## src/rtl/dma_pkg.sv

```systemverilog
// rtl/dma_pkg.sv - tile geometry maxima shared by the DMA and loader blocks
// Tix/Tiy/Tif are the compile-time tile maxima; *_W are the widths of the
// run-time tile dimension fields (wide enough to hold the maximum itself).
package dma_pkg;

  localparam int Tix  = 4;
  localparam int Tiy  = 4;
  localparam int Tif  = 8;

  localparam int NX_W = $clog2(Tix + 1);
  localparam int NY_W = $clog2(Tiy + 1);
  localparam int NF_W = $clog2(Tif + 1);

endpackage

```

## src/rtl/ram_pkg.sv

```systemverilog
// rtl/ram_pkg.sv - FMI RAM geometry, loader constants and loader state type
// FMI is channel-planar: one plane of FMI_N_CHAN pixels per input channel.
package ram_pkg;

  import dma_pkg::*;

  localparam int PX_W        = 16;
  localparam int FMI_N_CHAN  = Tix * Tiy;
  localparam int FMI_N_ELEM  = FMI_N_CHAN * Tif;
  localparam int FMI_ADDR_W  = $clog2(FMI_N_ELEM);
  localparam int PX_PER_WORD = 4;

  typedef enum logic [2:0] {
    FMI_LD_IDLE,
    FMI_LD_CHECK,
    FMI_LD_LOAD,
    FMI_LD_UNPACK,
    FMI_LD_DONE
  } fmi_ld_state_t;

endpackage

```

## src/rtl/fmi_addr_gen.sv

```systemverilog
// rtl/fmi_addr_gen.sv - stream-order f/x/y counters with incremental FMI address
// Ports: init clears the counters for a new tile; step advances to the next
//        pixel in stream order (f fastest, then x, then y). addr is the FMI
//        address of the current pixel and last flags the tile's final pixel.
module fmi_addr_gen
  import dma_pkg::*;
  import ram_pkg::*;
#(
  parameter int ADDR_W = FMI_ADDR_W
) (
  input  logic              clk,
  input  logic              rst_n,
  input  logic              init,
  input  logic              step,
  input  logic [NX_W-1:0]   cfg_nx,
  input  logic [NY_W-1:0]   cfg_ny,
  input  logic [NF_W-1:0]   cfg_nf,
  output logic [ADDR_W-1:0] addr,
  output logic              last
);

  logic [NF_W-1:0]   f_q, f_d;
  logic [NX_W-1:0]   x_q, x_d;
  logic [NY_W-1:0]   y_q, y_d;
  logic [ADDR_W-1:0] ch_off_q, ch_off_d;
  logic [ADDR_W-1:0] pix_base_q, pix_base_d;
  // y*Tix kept separately so an x wrap can jump to the next row start.
  logic [ADDR_W-1:0] row_base_q, row_base_d;
  logic              f_wrap, x_wrap, y_wrap;

  assign f_wrap = (f_q + NF_W'(1)) == cfg_nf;
  assign x_wrap = (x_q + NX_W'(1)) == cfg_nx;
  assign y_wrap = (y_q + NY_W'(1)) == cfg_ny;
  assign addr   = ch_off_q + pix_base_q;
  assign last   = f_wrap & x_wrap & y_wrap;

  always_comb begin
    f_d        = f_q;
    x_d        = x_q;
    y_d        = y_q;
    ch_off_d   = ch_off_q;
    pix_base_d = pix_base_q;
    row_base_d = row_base_q;
    if (init) begin
      f_d        = '0;
      x_d        = '0;
      y_d        = '0;
      ch_off_d   = '0;
      pix_base_d = '0;
      row_base_d = '0;
    end else if (step) begin
      if (!f_wrap) begin
        f_d      = f_q + NF_W'(1);
        ch_off_d = ch_off_q + ADDR_W'(FMI_N_CHAN);
      end else begin
        f_d      = '0;
        ch_off_d = '0;
        if (!x_wrap) begin
          x_d        = x_q + NX_W'(1);
          pix_base_d = pix_base_q + ADDR_W'(1);
        end else begin
          x_d        = '0;
          y_d        = y_q + NY_W'(1);
          row_base_d = row_base_q + ADDR_W'(Tix);
          pix_base_d = row_base_q + ADDR_W'(Tix);
        end
      end
    end
  end

  always_ff @(posedge clk or negedge rst_n) begin
    if (!rst_n) begin
      f_q        <= '0;
      x_q        <= '0;
      y_q        <= '0;
      ch_off_q   <= '0;
      pix_base_q <= '0;
      row_base_q <= '0;
    end else begin
      f_q        <= f_d;
      x_q        <= x_d;
      y_q        <= y_d;
      ch_off_q   <= ch_off_d;
      pix_base_q <= pix_base_d;
      row_base_q <= row_base_d;
    end
  end

endmodule

```

## src/rtl/fmi_tile_loader.sv

```systemverilog
// rtl/fmi_tile_loader.sv - DMA word stream to channel-planar FMI tile RAM loader
// Ports: start/cfg_* begin a tile; s_valid/s_data/s_last/s_ready carry packed
//        pixel words; ram_we/ram_addr/ram_wdata are registered FMI writes;
//        busy/done/err report status (err is sticky until the next start).
module fmi_tile_loader
  import dma_pkg::*;
  import ram_pkg::*;
#(
  parameter int PX_W        = ram_pkg::PX_W,
  parameter int PX_PER_WORD = ram_pkg::PX_PER_WORD,
  parameter int WORD_W      = PX_W * PX_PER_WORD,
  parameter int ADDR_W      = ram_pkg::FMI_ADDR_W
) (
  input  logic              clk,
  input  logic              rst_n,
  input  logic              start,
  input  logic [NX_W-1:0]   cfg_nx,
  input  logic [NY_W-1:0]   cfg_ny,
  input  logic [NF_W-1:0]   cfg_nf,
  input  logic              s_valid,
  input  logic [WORD_W-1:0] s_data,
  input  logic              s_last,
  output logic              s_ready,
  output logic              ram_we,
  output logic [ADDR_W-1:0] ram_addr,
  output logic [PX_W-1:0]   ram_wdata,
  output logic              busy,
  output logic              done,
  output logic              err
);

  localparam int LANE_W = (PX_PER_WORD > 1) ? $clog2(PX_PER_WORD) : 1;
  localparam logic [LANE_W-1:0] LAST_LANE = LANE_W'(PX_PER_WORD - 1);

  fmi_ld_state_t     state_q, state_d;
  logic [WORD_W-1:0] word_q, word_d;
  logic              word_last_q, word_last_d;
  logic [LANE_W-1:0] lane_q, lane_d, lane_nxt;
  logic              err_q, err_d;
  logic [NX_W-1:0]   nx_q, nx_d;
  logic [NY_W-1:0]   ny_q, ny_d;
  logic [NF_W-1:0]   nf_q, nf_d;
  logic              we_q, we_d;
  logic [ADDR_W-1:0] addr_q, addr_d;
  logic [PX_W-1:0]   wdata_q, wdata_d;
  // Marks that the pixel currently on the write port is the tile's last one.
  logic              pix_last_q, pix_last_d;

  logic              gen_init, gen_step, gen_last, take, emit, cfg_bad;
  logic [ADDR_W-1:0] gen_addr;
  logic [PX_W-1:0]   px;

  fmi_addr_gen #(.ADDR_W(ADDR_W)) u_addr_gen (
    .clk    (clk),
    .rst_n  (rst_n),
    .init   (gen_init),
    .step   (gen_step),
    .cfg_nx (nx_q),
    .cfg_ny (ny_q),
    .cfg_nf (nf_q),
    .addr   (gen_addr),
    .last   (gen_last)
  );

  assign cfg_bad   = (nx_q == '0) || (nx_q > NX_W'(Tix)) ||
                     (ny_q == '0) || (ny_q > NY_W'(Tiy)) ||
                     (nf_q == '0) || (nf_q > NF_W'(Tif));
  assign busy      = (state_q != FMI_LD_IDLE);
  assign done      = (state_q == FMI_LD_DONE);
  assign err       = err_q;
  assign ram_we    = we_q;
  assign ram_addr  = addr_q;
  assign ram_wdata = wdata_q;

  // Write outputs are loaded one edge ahead: the edge that accepts a word
  // already registers lane 0, so each UNPACK cycle shows one pixel.
  always_comb begin
    state_d     = state_q;
    word_d      = word_q;
    word_last_d = word_last_q;
    lane_d      = lane_q;
    err_d       = err_q;
    nx_d        = nx_q;
    ny_d        = ny_q;
    nf_d        = nf_q;
    we_d        = 1'b0;
    addr_d      = addr_q;
    wdata_d     = wdata_q;
    pix_last_d  = pix_last_q;
    gen_init    = 1'b0;
    gen_step    = 1'b0;
    s_ready     = 1'b0;
    take        = 1'b0;
    emit        = 1'b0;
    px          = '0;
    lane_nxt    = lane_q + LANE_W'(1);
    unique case (state_q)
      FMI_LD_IDLE: begin
        if (start) begin
          nx_d       = cfg_nx;
          ny_d       = cfg_ny;
          nf_d       = cfg_nf;
          err_d      = 1'b0;
          pix_last_d = 1'b0;
          gen_init   = 1'b1;
          state_d    = FMI_LD_CHECK;
        end
      end
      FMI_LD_CHECK: begin
        if (cfg_bad) begin
          err_d   = 1'b1;
          state_d = FMI_LD_DONE;
        end else begin
          state_d = FMI_LD_LOAD;
        end
      end
      FMI_LD_LOAD: begin
        s_ready = 1'b1;
        if (s_valid) begin
          take    = 1'b1;
          state_d = FMI_LD_UNPACK;
        end
      end
      FMI_LD_UNPACK: begin
        if (pix_last_q) begin
          // Final pixel is on the port: the word holding it must carry s_last.
          if (!word_last_q) err_d = 1'b1;
          state_d = FMI_LD_DONE;
        end else if (lane_q == LAST_LANE) begin
          // Word exhausted with pixels still to come: it was not the final word.
          if (word_last_q) err_d = 1'b1;
          s_ready = 1'b1;
          if (s_valid) take = 1'b1;
          else         state_d = FMI_LD_LOAD;
        end else begin
          emit   = 1'b1;
          px     = word_q[int'(lane_nxt)*PX_W +: PX_W];
          lane_d = lane_nxt;
        end
      end
      FMI_LD_DONE: state_d = FMI_LD_IDLE;
      default:     state_d = FMI_LD_IDLE;
    endcase
    if (take) begin
      word_d      = s_data;
      word_last_d = s_last;
      lane_d      = '0;
      emit        = 1'b1;
      px          = s_data[PX_W-1:0];
    end
    if (emit) begin
      we_d       = 1'b1;
      addr_d     = gen_addr;
      wdata_d    = px;
      pix_last_d = gen_last;
    end
    gen_step = emit;
  end

  always_ff @(posedge clk or negedge rst_n) begin
    if (!rst_n) begin
      state_q     <= FMI_LD_IDLE;
      word_q      <= '0;
      word_last_q <= 1'b0;
      lane_q      <= '0;
      err_q       <= 1'b0;
      nx_q        <= '0;
      ny_q        <= '0;
      nf_q        <= '0;
      we_q        <= 1'b0;
      addr_q      <= '0;
      wdata_q     <= '0;
      pix_last_q  <= 1'b0;
    end else begin
      state_q     <= state_d;
      word_q      <= word_d;
      word_last_q <= word_last_d;
      lane_q      <= lane_d;
      err_q       <= err_d;
      nx_q        <= nx_d;
      ny_q        <= ny_d;
      nf_q        <= nf_d;
      we_q        <= we_d;
      addr_q      <= addr_d;
      wdata_q     <= wdata_d;
      pix_last_q  <= pix_last_d;
    end
  end

endmodule

```

## config.mk

```make
export PLATFORM = sky130hd
export DESIGN_NAME = fmi_tile_loader
export DESIGN_NICKNAME = d
export VERILOG_FILES = /design/src/rtl/dma_pkg.sv /design/src/rtl/ram_pkg.sv /design/src/rtl/fmi_addr_gen.sv /design/src/rtl/fmi_tile_loader.sv
export SDC_FILE = /design/constraint.sdc
export NUM_CORES = 1
export LEC_CHECK = 0
export ABC_CLOCK_PERIOD_IN_PS = 4200
export CORE_ASPECT_RATIO = 0.5
export CORE_MARGIN = 5
export CORE_UTILIZATION = 55
export DETAILED_ROUTE_END_ITERATION = 10
export PLACE_DENSITY_LB_ADDON = 0.2
export SYNTH_ARGS = -nofsm -noshare
export SYNTH_HDL_FRONTEND = slang
export SYNTH_HIERARCHICAL = 1
export SYNTH_SLANG_ARGS = --single-unit
```

## constraint.sdc

```tcl
create_clock -name clk -period 4.2 [get_ports clk]
set_clock_uncertainty 0.15 [all_clocks]
set_input_delay 0.42 -clock clk [delete_from_list [all_inputs] [get_ports clk]]
set_output_delay 0.42 -clock clk [all_outputs]
set_load 0.005 [all_outputs]
```

==> results, run 1 <==
- The H-tree was split into 4 levels.
- Counting flops with a built-in enable in the synthesized netlist gives 0.
- The number of antenna violations at the first check in global routing was 0.
- sky130_fd_sc_hd__dfrtp_1 is the most common cell in the netlist.
- The clock drives 131 sinks.
- The final layout contains routed wiring with a total length of 14,600 µm.
- Detailed routing inserted a total of 4,608 vias.
- The clock period could shrink to 2.92 ns.
- At the later pin of the worst-skew pair, clock insertion delay measures 0.41 ns.
- In this run the vertical extent of the chip is 87.6 µm.
- The cell type of the slowest stage on the worst timing path is sky130_fd_sc_hd__nor4_4.
- At the worst endpoint, the arrival time is 3.06 ns.
- The number of max-slew violations in the final report is 0.
- The share of flip-flops with an asynchronous set or reset after synthesis is 100%.
- The worst setup path is launched from a register.
- Once detailed placement completed, the half-perimeter wirelength came to 9380 µm.
- For this run, design rule violations remaining after detail routing come to 0.
- The worst register-to-register path ends at u_addr_gen/y_q[0]$_DFFE_PN0P_.
- In this run the worst hold path is classified as input port to async pin.
- The tree is rooted in a sky130_fd_sc_hd__clkbuf_16.
- For this run, the slowest stage of the critical path takes 0.57 ns.
- The core area is 0.0118 mm².
- Across all hold checks on the routed design, the worst slack comes to -0.0735 ns.
- The critical path in this run is classified as register to register.
- The relative slew slack is 26.0%.
- The placed instances occupy a cell area of 0.00773 mm².
- Once the floorplan was initialized, standard cells occupied 56.1% of the core.
- The maximum number of pins on one net before global-route repair is 111.
- The number of cells upsized or downsized after cts is 0.
- Setup repair after global routing left no endpoint under its margin.
- The Yosys warning count is 6.
- The via count of the first global-routing pass is 4,806.
- The number of buffers between clock root and the deepest sink is 2.
- The worst setup slack before clock tree synthesis is 1.04 ns.
- By area the synthesized netlist is led by sky130_fd_sc_hd__dfrtp_1 (50%), sky130_fd_sc_hd__mux2_1 (8.8%), sky130_fd_sc_hd__mux4_2 (5.4%).
- The number of storage elements in the synthesis netlist is 131.
- Based on the critical path, the design can be clocked at up to 0.342 GHz.
- The clock transition time at the flip-flop clock pins of the worst setup and hold paths is 0.06 ns.
- The endpoint class of the critical path is a register.
- Among all flip-flop cells after synthesis, the most frequent one is sky130_fd_sc_hd__dfrtp_1.
- Including well taps, the total number of placed cells is 776.
- The die covers 0.0145 mm².
- After global routing the overflow that remains totals 0.
- The first-pass GRT wire length is 24,200 µm.
- The data required time of the worst path is 4.34 ns.
- Post-CTS timing repair inserted 0 buffers for setup.
- Once routing completed, OpenROAD measured the worst setup slack at 1.28 ns.
- The share of synthesized area in the top cell type comes to 49.5%.
- The number of buffers and inverters on the critical path is 2.
- The number of nets handed over by synthesis was 624.
- The area growth from synthesis to layout is 26.0%.
- For this run, the detailed router's first-pass iteration total came to 4.
- Buffers placed on the I/O ports in this run total 106.
- The worst path uses 69.6% of the clock period.
- Dividing the detail-routed wire length by the instance count gives 18.2 µm.
- Of all nets on the critical path, the largest fanout is 24.
- The cell area power density is 715 mW/mm².
- The analysis attributes to cell leakage a power of 3.57 nW.
- The layout net count is 719.
- The leading area contributor after synthesis is sky130_fd_sc_hd__dfrtp_1.
- Global routing used 21.5% of the available tracks across all layers.
- The fraction of layout instances using a drive strength above 1 is 15.0%.
- The count of endpoints failing hold in the final timing report is 19.
- TritonCTS created 17 clock buffers.
- The checks that failed: negative hold slack.
- The netlist area before placement is 0.00662 mm².
- The highest ir drop seen on vdd is 0.333 mV.
- The number of failing setup endpoints in the final timing report is 0.
- The run finished, with violations left.
- For the worst flop-to-flop path, the logic depth is 7.
- The final total negative setup slack is 0 ns.
- The number of nets still failing antenna checks after routing is 0.
- The max-capacitance violation count is 0.
- The number of cells in the finished layout apart from fillers is 807.
- For this run, the register share of the synthesized area comes to 49.5%.
- The count of cell types in the netlist is 60.
- The CTS tree is done.
- The flop-to-flop setup slack is 1.28 ns.
- In this run, the number of DRC markers left after iteration 0 of detailed routing was 307.
- Walking the worst path, the cells encountered are ha_1, nand2b_1, a221oi_4, buf_4, inv_1, nor4_4, mux2_4.
- The transition time at the pin with the least slew margin is 1.11 ns.
- The number of rows created at floorplan is 28.
- With fillers left out, the area of the finished cells amounts to 0.00834 mm².
- After synthesis, the most frequently instantiated cells are sky130_fd_sc_hd__dfrtp_1 (131), sky130_fd_sc_hd__nand2_1 (60), sky130_fd_sc_hd__mux2_1 (52).
- The origin of the critical flop-to-flop path is lane_q[0]$_DFFE_PN0P_.
- 107 I/O pins were placed.
- 0 antenna diodes ended up in the layout.
- In this run the mean area of a mapped cell was 12.4 µm².
- In this run the horizontal extent of the chip is 165 µm.
- The routability congestion estimate from global placement is 0.790.
- After technology mapping, the gate count stands at 535.
- The kind of cell with the highest combined delay along the critical path is simple AND/OR/NAND/NOR gates.
- Using the TritonRoute via totals, the vias-per-cell ratio works out to 5.71.
- In this run, post-CTS hold repair placed 0 buffers.
-- registers in the layout (all words and copies together) (netlist names) --
| register | flops |
|---|---|
| ram_wdata | 16 |
| lane_q | 2 |
| word_q | 64 |
| err | 1 |
| u_addr_gen/ch_off_q | 3 |
| u_addr_gen/f_q | 4 |
| u_addr_gen/y_q | 3 |
| ram_addr | 7 |
| word_last_q | 1 |
| nf_q | 4 |
| ram_we | 1 |
| u_addr_gen/x_q | 3 |
| u_addr_gen/row_base_q | 5 |
| ny_q | 3 |
| state_q | 3 |
| pix_last_q | 1 |
| u_addr_gen/pix_base_q | 7 |
| nx_q | 3 |
-- cell families (layout without fill, tap and decap cells) --
group,count (synthesis),in the layout,synth area share [%]
XOR/XNOR,22,22,4.08
buffers and inverters,44,151,3.78
adder cells (fa/ha/maj),10,10,1.89
multiplexers,103,103,20.2
flip-flops,131,131,49.5
other,1,1,0.0566
AO/OA/AOI/OAI,91,91,10.1
AND/OR/NAND/NOR,133,133,10.4
-- layout by cell type (no fill, tap or decap), types with 6 or more instances in the layout --
master,n
sky130_fd_sc_hd__nor2_1,9
sky130_fd_sc_hd__nand4_1,10
sky130_fd_sc_hd__mux2i_1,8
sky130_fd_sc_hd__mux2_1,52
sky130_fd_sc_hd__xor2_1,9
sky130_fd_sc_hd__a21oi_1,32
sky130_fd_sc_hd__mux2_2,25
sky130_fd_sc_hd__a2bb2oi_1,16
sky130_fd_sc_hd__a31oi_1,9
sky130_fd_sc_hd__clkbuf_16,17
sky130_fd_sc_hd__ha_1,10
sky130_fd_sc_hd__nor3_1,6
sky130_fd_sc_hd__nand3_1,6
sky130_fd_sc_hd__nand2b_1,13
sky130_fd_sc_hd__clkdlybuf4s50_1,105
sky130_fd_sc_hd__inv_1,9
sky130_fd_sc_hd__nand2_1,60
sky130_fd_sc_hd__mux4_2,16
sky130_fd_sc_hd__xnor2_1,6
sky130_fd_sc_hd__dfrtp_1,131
sky130_fd_sc_hd__nor2b_1,8
sky130_fd_sc_hd__nor4_1,6
-- cell type report --
type / instances / area (µm²)
multi-input cells: 360 / 3100
inverters: 9 / 33.8
well taps: 165 / 206
clock inverters: 13 / 174
flip-flops and latches: 131 / 3280
fillers: 852 / 3460
repair buffers: 111 / 1110
clock buffers: 18 / 439
-- worst max path at each step --
stage	startpoint	to	slack (ns)	cells after the start
3_3_place_gp	s_valid	u_addr_gen/row_base_q[2]$_DFFE_PN0P_	1.09	7
5_1_grt	state_q[0]$_DFFE_PN0P_	u_addr_gen/x_q[2]$_DFFE_PN0P_	1.04	6
3_5_place_dp	s_valid	u_addr_gen/y_q[0]$_DFFE_PN0P_	1.04	7
4_1_cts	lane_q[0]$_DFFE_PN0P_	u_addr_gen/y_q[0]$_DFFE_PN0P_	1.27	7
2_1_floorplan	lane_q[0]$_DFFE_PN0P_	u_addr_gen/row_base_q[5]$_DFFE_PN0P_	1.62	7
6_report	lane_q[0]$_DFFE_PN0P_	u_addr_gen/y_q[0]$_DFFE_PN0P_	1.28	7
-- worst register-to-register path, stage by stage, from the launching register on --
cell	delay (ns)
sky130_fd_sc_hd__dfrtp_1	0.38
sky130_fd_sc_hd__ha_1	0.23
sky130_fd_sc_hd__nand2b_1	0.18
sky130_fd_sc_hd__a221oi_4	0.23
sky130_fd_sc_hd__buf_4	0.30
sky130_fd_sc_hd__inv_1	0.42
sky130_fd_sc_hd__nor4_4	0.58
sky130_fd_sc_hd__mux2_4	0.34
-- report_power, final --
| part | internal [mW] | leakage, nW | switching [mW] |
|---|---|---|---|
| clock | 0.958 | 0.296 | 0.580 |
| sequential | 1.80 | 1.62 | 0.372 |
| combinational | 1.17 | 1.65 | 1.08 |
| total | 3.93 | 3.57 | 2.03 |
-- routing by layer --
layer | GRT usage (%) | up-vias | share of wire, %
met3 | 4.65 | 17 | 4.7
met4 | 8.38 | 0 | 1.1
li1 | - | 2147 | -
met1 | 27.7 | 2332 | 43
met5 | 0 | - | 0
met2 | 36.3 | 112 | 52
-- metrics by stage --
| step | util [%] | total power [mW] |
|---|---|---|
| finish | 70.7 | 5.96 |
| global placement | 65.5 | 4.35 |
| detailed placement | 65.5 | 4.44 |
| global route | 70.7 | 6.35 |
| floorplan | - | 3.73 |
| CTS | 70.7 | 6.01 |
No activity file was read; power rests on OpenSTA's default activity.
==> run 2: changes to the inputs <==
- ABC_CLOCK_PERIOD_IN_PS: 4200 -> 2930
- CORE_UTILIZATION: 55 -> 54
- clock period: 4.2 -> 2.93 ns (I/O delays scaled with it)
==> results, run 2 (synthesis results as in run 1) <==
- The run finished with clean final reports.
- The core area is 0.0119 mm² (+0.89%).
- The vertical extent of the die came to 88.3 µm (+0.82%).
- The count of H-tree levels built during CTS is 4 (unchanged).
- The number of antenna repair diodes came to 0 (unchanged).
- The first-pass GRT wire length came to 24,200 µm (+0.34%).
- The clock latency on the worst-skew pair is 0.41 ns (about the same).
- Walking the worst path, the cells encountered are ha_1, nand2b_1, a221oi_4, inv_1, nor4_4, mux2_4.
- TritonCTS built the clock tree.
- The global routing met1 resource utilization came to 27.2% (-0.51 points).
- Among all stages on the critical path, the largest delay is contributed by sky130_fd_sc_hd__nor4_4.
- The via count of the first global-routing pass is 4,770 (-0.75%).
- In this run the worst hold path is classified as input port to async pin.
- The number of top-level pins is 107 (unchanged).
- The global routing usage on met3 is 4.73% (+0.076 points).
- The count of TritonRoute iterations in the first routing pass is 4 (unchanged).
- The type of the worst setup path is register to register.
- The tree is rooted in a sky130_fd_sc_hd__clkbuf_16.
- The total leakage power is 3.61 nW (+1.1%).
- The initial core utilization is 55.6% (-0.49 points).
- The transition time at the pin with the least slew margin came to 0.851 ns (-0.258 ns).
- The number of nets still failing antenna checks after routing is 0 (unchanged).
- The relative slew slack is 43.2% (+17 points).
- The average via count per standard cell is 5.66 (-0.87%).
- The top cell types in the final layout, fill and taps aside, are sky130_fd_sc_hd__dfrtp_1 (131), sky130_fd_sc_hd__clkdlybuf4s50_1 (105), sky130_fd_sc_hd__nand2_1 (60), sky130_fd_sc_hd__mux2_1 (52), sky130_fd_sc_hd__a21oi_1 (32).
- The die width was 167 µm (+0.87%).
- The routability congestion estimate from global placement was 0.842 (+6.6%).
- The HPWL after detailed placement came to 9390 µm (about the same).
- The cell area power density is 1010 mW/mm² (+41%).
- The type of origin of the critical path is a register.
- The layer with the highest usage after global routing is met2.
- The number of instances in the placed design is 786 (+1.3%).
- The number of sinks driven by the clock tree is 131 (unchanged).
- The clock period minus worst slack is 2.52 ns (-0.403 ns).
- The total global-route track usage is 20.6% (-0.93 points).
- The vias after detailed routing came to 4,630 (+0.48%).
- The number of antenna violations at the first check in global routing is 0 (unchanged).
- STA classifies the critical path endpoint as a register.
- The number of I/O port buffers is 106 (unchanged).
- The count of endpoints failing hold in the final timing report was 0 (-19).
- The flip-flop count of the largest register, all copies and words added is 64 (unchanged).
- The sum of overflow across all layers after global routing was 0 (unchanged).
- The detailed-route wire length per cell is 17.5 µm (-3.6%).
- The number of buffers between clock root and the deepest sink is 2 (unchanged).
- The data required time of the worst path is 3.07 ns (-1.27 ns).
- The most common library cell in the layout ignoring fill and taps is sky130_fd_sc_hd__dfrtp_1.
- The fraction of layout instances using a drive strength above 1 came to 16.2% (+1.3 points).
- The number of rows created at floorplan is 28 (unchanged).
- The clock transition time at the flip-flop clock pins of the worst setup and hold paths came to 0.06 ns (about the same).
- The signed area change from the synthesized netlist to the final layout is 27.0%.
- The number of remaining DRC errors came to 0 (unchanged).
- The total CTS buffers is 17 (unchanged).
- The endpoint arrival time on the critical path is 2.66 ns (-0.40 ns).
- The layout net count came to 730 (+1.5%).
- The number of max-slew violations in the final report is 0 (unchanged).
- Setup repair after global routing left no endpoint under its margin.
- The maximum clock frequency is 0.397 GHz (+16%).
- The maximum number of pins on one net before global-route repair is 84 (-24%).
- The largest stage delay on the critical path is 0.55 ns (-0.02 ns).
- The number of failing setup endpoints in the final timing report is 0 (unchanged).
- The max-capacitance violation count is 0 (unchanged).
- The number of cells in the finished layout apart from fillers is 818 (+1.4%).
- The final worst-path cycle share came to 86.0% (+16 points).
- The initial detailed-routing violation count is 324 (+5.5%).
- The highest ir drop seen on vdd is 0.458 mV (+38%).
- The largest fanout of any net on the critical path is 13 (-46%).
- The final wirelength is 14,300 µm (-2.3%).
- The final total negative setup slack is 0 ns (unchanged).
- The post-CTS repair timing setup buffer count was 0 (unchanged).
- The most flop-heavy register is word_q.
- The met2 layer usage reported by global route is 34.9% (-1.4 points).
- The floorplan die area is 0.0147 mm² (+1.7%).
==> run 2: final cells by class <==
cell class	count	area [µm²]
flip-flops and latches	131	3280
fillers	869	3500
clock inverters	14	155
clock buffers	17	425
repair buffers	122	1210
inverters	9	33.8
multi-input cells	360	3100
well taps	165	206
==> run 2: worst paths after layout <==
| kind | to | start | depth (start not counted) | slack [ns] |
|---|---|---|---|---|
| hold / removal | ram_addr[5]$_DFFE_PN0P_ | rst_n | 2 | 0.17 |
| setup reg to reg | u_addr_gen/y_q[0]$_DFFE_PN0P_ | lane_q[0]$_DFFE_PN0P_ | 6 | 0.41 |
| hold reg to reg | word_q[59]$_DFFE_PN0P_ | word_q[59]$_DFFE_PN0P_ | 1 | 0.33 |
| min in group clk | nx_q[1]$_DFFE_PN0P_ | cfg_nx[1] | 3 | 0.26 |
| setup / recovery | u_addr_gen/y_q[0]$_DFFE_PN0P_ | lane_q[0]$_DFFE_PN0P_ | 6 | 0.41 |
| max in group asynchronous | word_q[5]$_DFFE_PN0P_ | rst_n | 3 | 1.71 |
==> run 2: routing by layer <==
layer  part of all wire [%]  vias up
met5                      0        -
met4                    1.4        0
met3                    4.1       17
met2                     50       88
met1                     45     2344
li1                       -     2181
==> run 2: power by group <==
part	leakage, nW	switching [mW]	internal, mW
registers	1.62	0.537	2.57
logic	1.70	1.54	1.75
clock network	0.281	0.831	1.26
total	3.61	2.91	5.58
==> run 2: worst max-delay path, delay by kind of cell (launching register included) <==
family                   cells  cell delay (ns)
buffers and inverters        1             0.30
multiplexers                 1             0.34
adder cells (fa/ha/maj)      1             0.24
flip-flops                   1             0.38
AND/OR/NAND/NOR              2             0.74
AO/OA/AOI/OAI                1             0.26
==> run 2: per-stage QoR <==
| step | utilization (%) | instance area [µm²] | total power [mW] | hold slack (ns) | setup slack [ns] |
|---|---|---|---|---|---|
| 4_1_cts | 70.6 | 8410 | 8.55 | 0.170 | 0.430 |
| 6_report | 70.6 | 8410 | 8.49 | 0.175 | 0.410 |
| 2_1_floorplan | - | 6620 | 5.34 | -0.153 | 0.352 |
| 3_3_place_gp | 65.6 | 7820 | 6.31 | 0.0332 | 0.371 |
| 3_5_place_dp | 65.6 | 7820 | 6.42 | 0.0366 | 0.342 |
| 5_1_grt | 70.6 | 8410 | 9.04 | 0.216 | 0.286 |
==> run 2: timing repair <==
| action | in CTS | in global routing |
|---|---|---|
| hold buffers | 1 | 0 |
| endpoints found under the hold margin | 95 | 0 |
| resized for setup | 0 | 0 |
